===== src/rtl/vga_pkg.sv =====
// Shared VGA timing types and defaults (640x480@60) for the timing generator.
package vga_pkg;

  typedef struct packed {
    logic [9:0] h_active;
    logic [9:0] h_fp;
    logic [9:0] h_sync;
    logic [9:0] h_bp;
    logic [9:0] v_active;
    logic [9:0] v_fp;
    logic [9:0] v_sync;
    logic [9:0] v_bp;
  } timing_t;

  localparam int VGA_H_ACTIVE = 640;
  localparam int VGA_H_FP     = 16;
  localparam int VGA_H_SYNC   = 96;
  localparam int VGA_H_BP     = 48;
  localparam int VGA_V_ACTIVE = 480;
  localparam int VGA_V_FP     = 10;
  localparam int VGA_V_SYNC   = 2;
  localparam int VGA_V_BP     = 33;

  localparam timing_t VGA_640X480 = '{
    h_active: 10'(VGA_H_ACTIVE), h_fp: 10'(VGA_H_FP),
    h_sync:   10'(VGA_H_SYNC),   h_bp: 10'(VGA_H_BP),
    v_active: 10'(VGA_V_ACTIVE), v_fp: 10'(VGA_V_FP),
    v_sync:   10'(VGA_V_SYNC),   v_bp: 10'(VGA_V_BP)
  };

  function automatic int addr_width(input int h, input int v);
    return (h * v > 1) ? $clog2(h * v) : 1;
  endfunction

endpackage


===== src/rtl/sync_delay_line.sv =====
// Enabled shift register that delays the packed {hs, vs, blank} triple by DEPTH pixel ticks.
module sync_delay_line #(
  parameter int         DEPTH     = 1,
  parameter logic [2:0] RESET_VAL = 3'b110
) (
  input  logic       clk,
  input  logic       rst_n,
  input  logic       en,
  input  logic [2:0] d,
  output logic [2:0] q
);

  logic [2:0] pipe_p0 [DEPTH];

  always_ff @(posedge clk or negedge rst_n) begin
    if (!rst_n) begin
      for (int i = 0; i < DEPTH; i++) pipe_p0[i] <= RESET_VAL;
    end else if (en) begin
      pipe_p0[0] <= d;
      for (int i = 1; i < DEPTH; i++) pipe_p0[i] <= pipe_p0[i-1];
    end
  end

  assign q = pipe_p0[DEPTH-1];

endmodule


===== src/rtl/vga_timing_gen.sv =====
// Parametrised VGA timing generator: pixel enable, counters, delayed sync/blank, linear address.
// Optional frame_count output is enabled by defining VGA_FRAME_COUNT_EN.
module vga_timing_gen
  import vga_pkg::*;
#(
  parameter int H_ACTIVE   = VGA_H_ACTIVE,
  parameter int H_FP       = VGA_H_FP,
  parameter int H_SYNC     = VGA_H_SYNC,
  parameter int H_BP       = VGA_H_BP,
  parameter int V_ACTIVE   = VGA_V_ACTIVE,
  parameter int V_FP       = VGA_V_FP,
  parameter int V_SYNC     = VGA_V_SYNC,
  parameter int V_BP       = VGA_V_BP,
  parameter int CLK_DIV    = 2,
  parameter int PIPE_DEPTH = 1,
  parameter bit SYNC_POL   = 1'b0,
  localparam int ADDR_W    = addr_width(H_ACTIVE, V_ACTIVE)
) (
  input  logic              Clk,
  input  logic              Reset_n,
  output logic              pixel_clk,
  output logic [9:0]        DrawX,
  output logic [9:0]        DrawY,
  output logic [ADDR_W-1:0] pixel_addr,
  output logic              hs,
  output logic              vs,
  output logic              blank,
  output logic              line_start,
  output logic              frame_start
`ifdef VGA_FRAME_COUNT_EN
  ,
  output logic [15:0]       frame_count
`endif
);

  localparam int H_TOTAL = H_ACTIVE + H_FP + H_SYNC + H_BP;
  localparam int V_TOTAL = V_ACTIVE + V_FP + V_SYNC + V_BP;
  localparam int DIV_W   = (CLK_DIV > 1) ? $clog2(CLK_DIV) : 1;

  localparam logic [DIV_W-1:0] DIV_LAST = DIV_W'(CLK_DIV - 1);
  localparam logic [9:0] H_LAST = 10'(H_TOTAL - 1);
  localparam logic [9:0] V_LAST = 10'(V_TOTAL - 1);
  localparam logic [9:0] H_VIS  = 10'(H_ACTIVE);
  localparam logic [9:0] V_VIS  = 10'(V_ACTIVE);
  localparam logic [9:0] HS_BEG = 10'(H_ACTIVE + H_FP);
  localparam logic [9:0] HS_END = 10'(H_ACTIVE + H_FP + H_SYNC - 1);
  localparam logic [9:0] VS_BEG = 10'(V_ACTIVE + V_FP);
  localparam logic [9:0] VS_END = 10'(V_ACTIVE + V_FP + V_SYNC - 1);
  localparam logic [2:0] INACTIVE = {~SYNC_POL, ~SYNC_POL, 1'b0};

  if (H_TOTAL > 1024 || V_TOTAL > 1024) begin : g_bad_totals
    $error("vga_timing_gen: H_TOTAL and V_TOTAL must not exceed 1024");
  end
  if (CLK_DIV < 1 || PIPE_DEPTH < 0 || PIPE_DEPTH > 7) begin : g_bad_cfg
    $error("vga_timing_gen: CLK_DIV must be >= 1 and PIPE_DEPTH in 0..7");
  end

  function automatic logic [2:0] decode(input logic [9:0] x, input logic [9:0] y);
    logic h_on;
    logic v_on;
    h_on = (x >= HS_BEG) && (x <= HS_END);
    v_on = (y >= VS_BEG) && (y <= VS_END);
    return {h_on ? SYNC_POL : ~SYNC_POL, v_on ? SYNC_POL : ~SYNC_POL,
            (x < H_VIS) && (y < V_VIS)};
  endfunction

  logic [DIV_W-1:0] div;
  logic [DIV_W-1:0] div_next;
  logic             x_wrap;
  logic             y_wrap;
  logic [9:0]       x_next;
  logic [9:0]       y_next;
  logic             vis;
  logic [2:0]       sync_p0;
  logic [2:0]       sync_out;

  // Pixel-enable divider: pixel_clk is registered so it tracks div after reset
  assign div_next = (div == DIV_LAST) ? '0 : div + DIV_W'(1);

  always_ff @(posedge Clk or negedge Reset_n) begin
    if (!Reset_n) begin
      div       <= '0;
      pixel_clk <= 1'b0;
    end else begin
      div       <= div_next;
      pixel_clk <= (div_next == DIV_LAST);
    end
  end

  always_comb begin
    x_wrap = (DrawX == H_LAST);
    y_wrap = (DrawY == V_LAST);
    x_next = x_wrap ? '0 : DrawX + 10'd1;
    y_next = DrawY;
    if (x_wrap) y_next = y_wrap ? '0 : DrawY + 10'd1;
    vis = (DrawX < H_VIS) && (DrawY < V_VIS);
  end

  // Stage p0: counters, address, strobes and sync decode of the new position
  always_ff @(posedge Clk or negedge Reset_n) begin
    if (!Reset_n) begin
      DrawX       <= '0;
      DrawY       <= '0;
      pixel_addr  <= '0;
      line_start  <= 1'b0;
      frame_start <= 1'b0;
      sync_p0     <= INACTIVE;
    end else begin
      line_start  <= pixel_clk && x_wrap;
      frame_start <= pixel_clk && x_wrap && y_wrap;
      if (pixel_clk) begin
        DrawX   <= x_next;
        DrawY   <= y_next;
        sync_p0 <= decode(x_next, y_next);
        if (x_wrap && y_wrap) pixel_addr <= '0;
        else if (vis)         pixel_addr <= pixel_addr + ADDR_W'(1);
      end
    end
  end

  // Stage p1..pN: extra pixel-tick delay to match RAM readout latency
  if (PIPE_DEPTH == 0) begin : g_no_delay
    assign sync_out = sync_p0;
  end else begin : g_delay
    sync_delay_line #(
      .DEPTH     (PIPE_DEPTH),
      .RESET_VAL (INACTIVE)
    ) u_sync_delay_line (
      .clk   (Clk),
      .rst_n (Reset_n),
      .en    (pixel_clk),
      .d     (sync_p0),
      .q     (sync_out)
    );
  end

  assign {hs, vs, blank} = sync_out;

`ifdef VGA_FRAME_COUNT_EN
  always_ff @(posedge Clk or negedge Reset_n) begin
    if (!Reset_n) frame_count <= '0;
    else if (pixel_clk && x_wrap && y_wrap) frame_count <= frame_count + 16'd1;
  end
`endif

endmodule


===== config.mk =====
export PLATFORM = sky130hd
export DESIGN_NAME = vga_timing_gen
export DESIGN_NICKNAME = d
export VERILOG_FILES = /design/src/rtl/vga_pkg.sv /design/src/rtl/sync_delay_line.sv /design/src/rtl/vga_timing_gen.sv
export SDC_FILE = /design/constraint.sdc
export NUM_CORES = 1
export LEC_CHECK = 0
export BUFFER_PORTS_ARGS = -buffer_cell sky130_fd_sc_hd__buf_2
export CORE_MARGIN = 2
export CORE_UTILIZATION = 56
export DETAILED_ROUTE_END_ITERATION = 7
export PLACE_DENSITY_LB_ADDON = 0.3
export SKIP_CTS_REPAIR_TIMING = 1
export SYNTH_ARGS = -nofsm -noshare
export SYNTH_HDL_FRONTEND = slang
export SYNTH_SLANG_ARGS = --single-unit

===== constraint.sdc =====
create_clock -name Clk -period 2.66 [get_ports Clk]
set_input_delay 0.532 -clock Clk [delete_from_list [all_inputs] [get_ports Clk]]
set_output_delay 0.532 -clock Clk [all_outputs]
set_load 0.01 [all_outputs]

==> run metrics <==
outcome completed; worst slew pin tran 0.4681 ns; Distinct cells, synth 46; pre-CTS WS 0.1000 ns; Post-Syn Instances 299; yosys warns 0; syn_nets 306; Remaining DRCs 0; asr flop ratio synth 100.0%; Pleak 0.001494 µW; Die ar. 5396 µm²; antenna-violating nets left 0; Primary FF master, synth dfrtp_1; commonest non-fill, non-tap cell in the layout buf_2; core area 4692 µm²; Setup crit start kind flop; Crit Path Class reg2reg; dpl cell area 3013 µm²; R2R Path Start DrawX[1]; slew margin rel. 68.55%; Largest stage delay, worst path 0.47 ns; register area share after synthesis 44.65%; routed vias 2409; final hold vios 0; Final Max Slew Viols 0; largest net degree at the start of global routing 24; crit path max fanout 7; # diodes 0; power per cell area 418.3 nW/µm²; crit path DAT 2.54 ns; Final Skew 0.008949 ns; fmax 421.2 MHz; VDD IR max 260.0 µV; num ports 47; Synth Cell Area 2701 µm²; Post-synth EDFFs 0; RSZ-0062 raised after global routing no; routed length per instance 15.17 µm; initial antenna violation count 0; Die X 73.46 µm; Global Route Usage Sum 23.98%; clock-pin transition on the worst setup and hold timing paths 0.09 ns; num rows 25; first-pass GRT wire length 10170 µm; count of input and output buffers 46; Hold Worst Slack 0.1296 ns; post-route cell area 3157 µm²; Initial DRC Count 149; crit-path cells ha_1, nand4_2, nor4_1, nand3_1, xor2_1, a2111oi_2, o32ai_1; Slowest-stage cell, CP a2111oi_2; Final period util 89.25%; Worst-Skew Late Latency 0.30 ns; post-DP HPWL 4479 µm; CTS tree done; gr ovfl total 0; start point of the critical path DrawX[1]; CTS Buffer Depth 2; routed vias/inst 6.007; Initial Utilization 57.57%; most frequent cells in the layout buf_2, dfrtp_1, nor2_1; Yosys reg bits 48; crit end category flop; Core Util, Final 67.28%; gpl congestion 0.8933; Nets 353; Final setup viols 0; setup TNS 0 ns; Synth Area per Inst 9.035 µm²; vias in the first global route 2214; Post-Route WL 6083 µm; Crit path required time 2.83 ns; CTS Sinks 48; final worst slack 0.2859 ns; share of cells above drive strength 1 23.05%; H-tree Lvls 2; post-layout min period 2.374 ns; Hold Crit Class in2async; CTS Buf Count 5; die extent in y 73.46 µm; max-cap violations 0; DRT Pass-1 Iters 5; Clock Root Buffer clkbuf_8; P&R area growth vs syn 16.86%
==> cells by family after synthesis <==
group | Yosys count | share of synthesized area [%]
simple gates | 132 | 25.38
buf+inv | 27 | 3.937
mux | 5 | 1.992
fa+ha+maj | 5 | 2.316
compound gates | 55 | 12.97
xor+xnor | 27 | 8.754
flops | 48 | 44.65
==> report_power, final <==
group / total [µW] / internal (µW) / switching [µW]
Sequential: 729 / 729 / 0
Clock: 575 / 332 / 243
Combinational: 16.2 / 2.45 / 13.7
==> critical path, delay by kind of cell (launching register included) <==
kind | cells | cell delay, ns
adders and majority gates | 1 | 0.25
xor gates and xnor gates | 1 | 0.17
DFF | 1 | 0.42
AOI/OAI and AO/OA | 2 | 0.63
and+or+nand+nor | 3 | 0.78
==> metal layers <==
metal / part of all wire (%) / vias to the layer above / track usage [%]
met4: 0.95 / 0 / 7.475
met3: 5.2 / 6 / 3.978
met2: 49 / 86 / 38.69
met5: 0 / - / 0
li1: - / 1162 / -
met1: 45 / 1155 / 33.04
==> synthesized netlist by cell type (2+ instances only) <==
cell	n	area (µm²)
dfrtp_1	44	1101
nor2_1	30	112.6
nand2_1	28	105.1
nand3_1	23	115.1
o21ai_0	23	115.1
xor2_1	16	140.1
clkbuf_1	11	41.29
nand4_1	11	68.82
xnor2_1	11	96.34
and3_1	10	62.56
inv_1	9	33.78
o31ai_1	8	60.06
a21oi_1	7	35.03
a31oi_1	5	31.28
ha_1	5	62.56
nor3_1	5	25.02
or3_1	5	31.28
buf_2	4	20.02
dfstp_2	4	105.1
and4_1	3	26.28
mux2_2	3	33.78
nor4_1	3	18.77
a211o_1	2	17.52
buf_1	2	7.510
mux2i_1	2	20.02
nor2b_1	2	12.51
nor4b_1	2	17.52
o211ai_1	2	15.01
o32ai_1	2	17.52
==> worst paths after layout <==
kind / slack [ns] / cells past startpoint / to
worst min register to register: 0.48 / 1 / pixel_addr[18]
worst max-delay path: 0.29 / 7 / sync_p0[0]
worst max register to register: 0.29 / 7 / sync_p0[0]
max in group asynchronous: 1.91 / 2 / sync_p0[2]
worst min-delay path: 0.13 / 1 / pixel_addr[0]
min in group Clk: 0.48 / 1 / pixel_addr[18]
==> through the flow <==
stage | power, µW | instances
finish | 1321 | 401
global route | 1376 | 401
CTS | 1334 | 401
detailed placement | 761.1 | 393
global placement | 760.7 | 393
floorplan | 743.8 | 299
==> registers in the layout, indices dropped and copies added, names as in the netlist <==
name / flops
pixel_addr: 19
div: 1
DrawX: 10
sync_p0: 3
frame_start: 1
line_start: 1
DrawY: 10
g_delay.u_sync_delay_line.q: 3
==> final cells by class <==
type / count / area (µm²)
tap: 54 / 67.56
timing repair buffer: 57 / 312.8
clock inverter: 1 / 30.03
multi-input combinational: 224 / 1406
sequential: 48 / 1206
inverter: 10 / 37.54
fill: 379 / 1535
clock buffer: 7 / 96.34
Note: power is estimated with default switching activity, not from simulation.
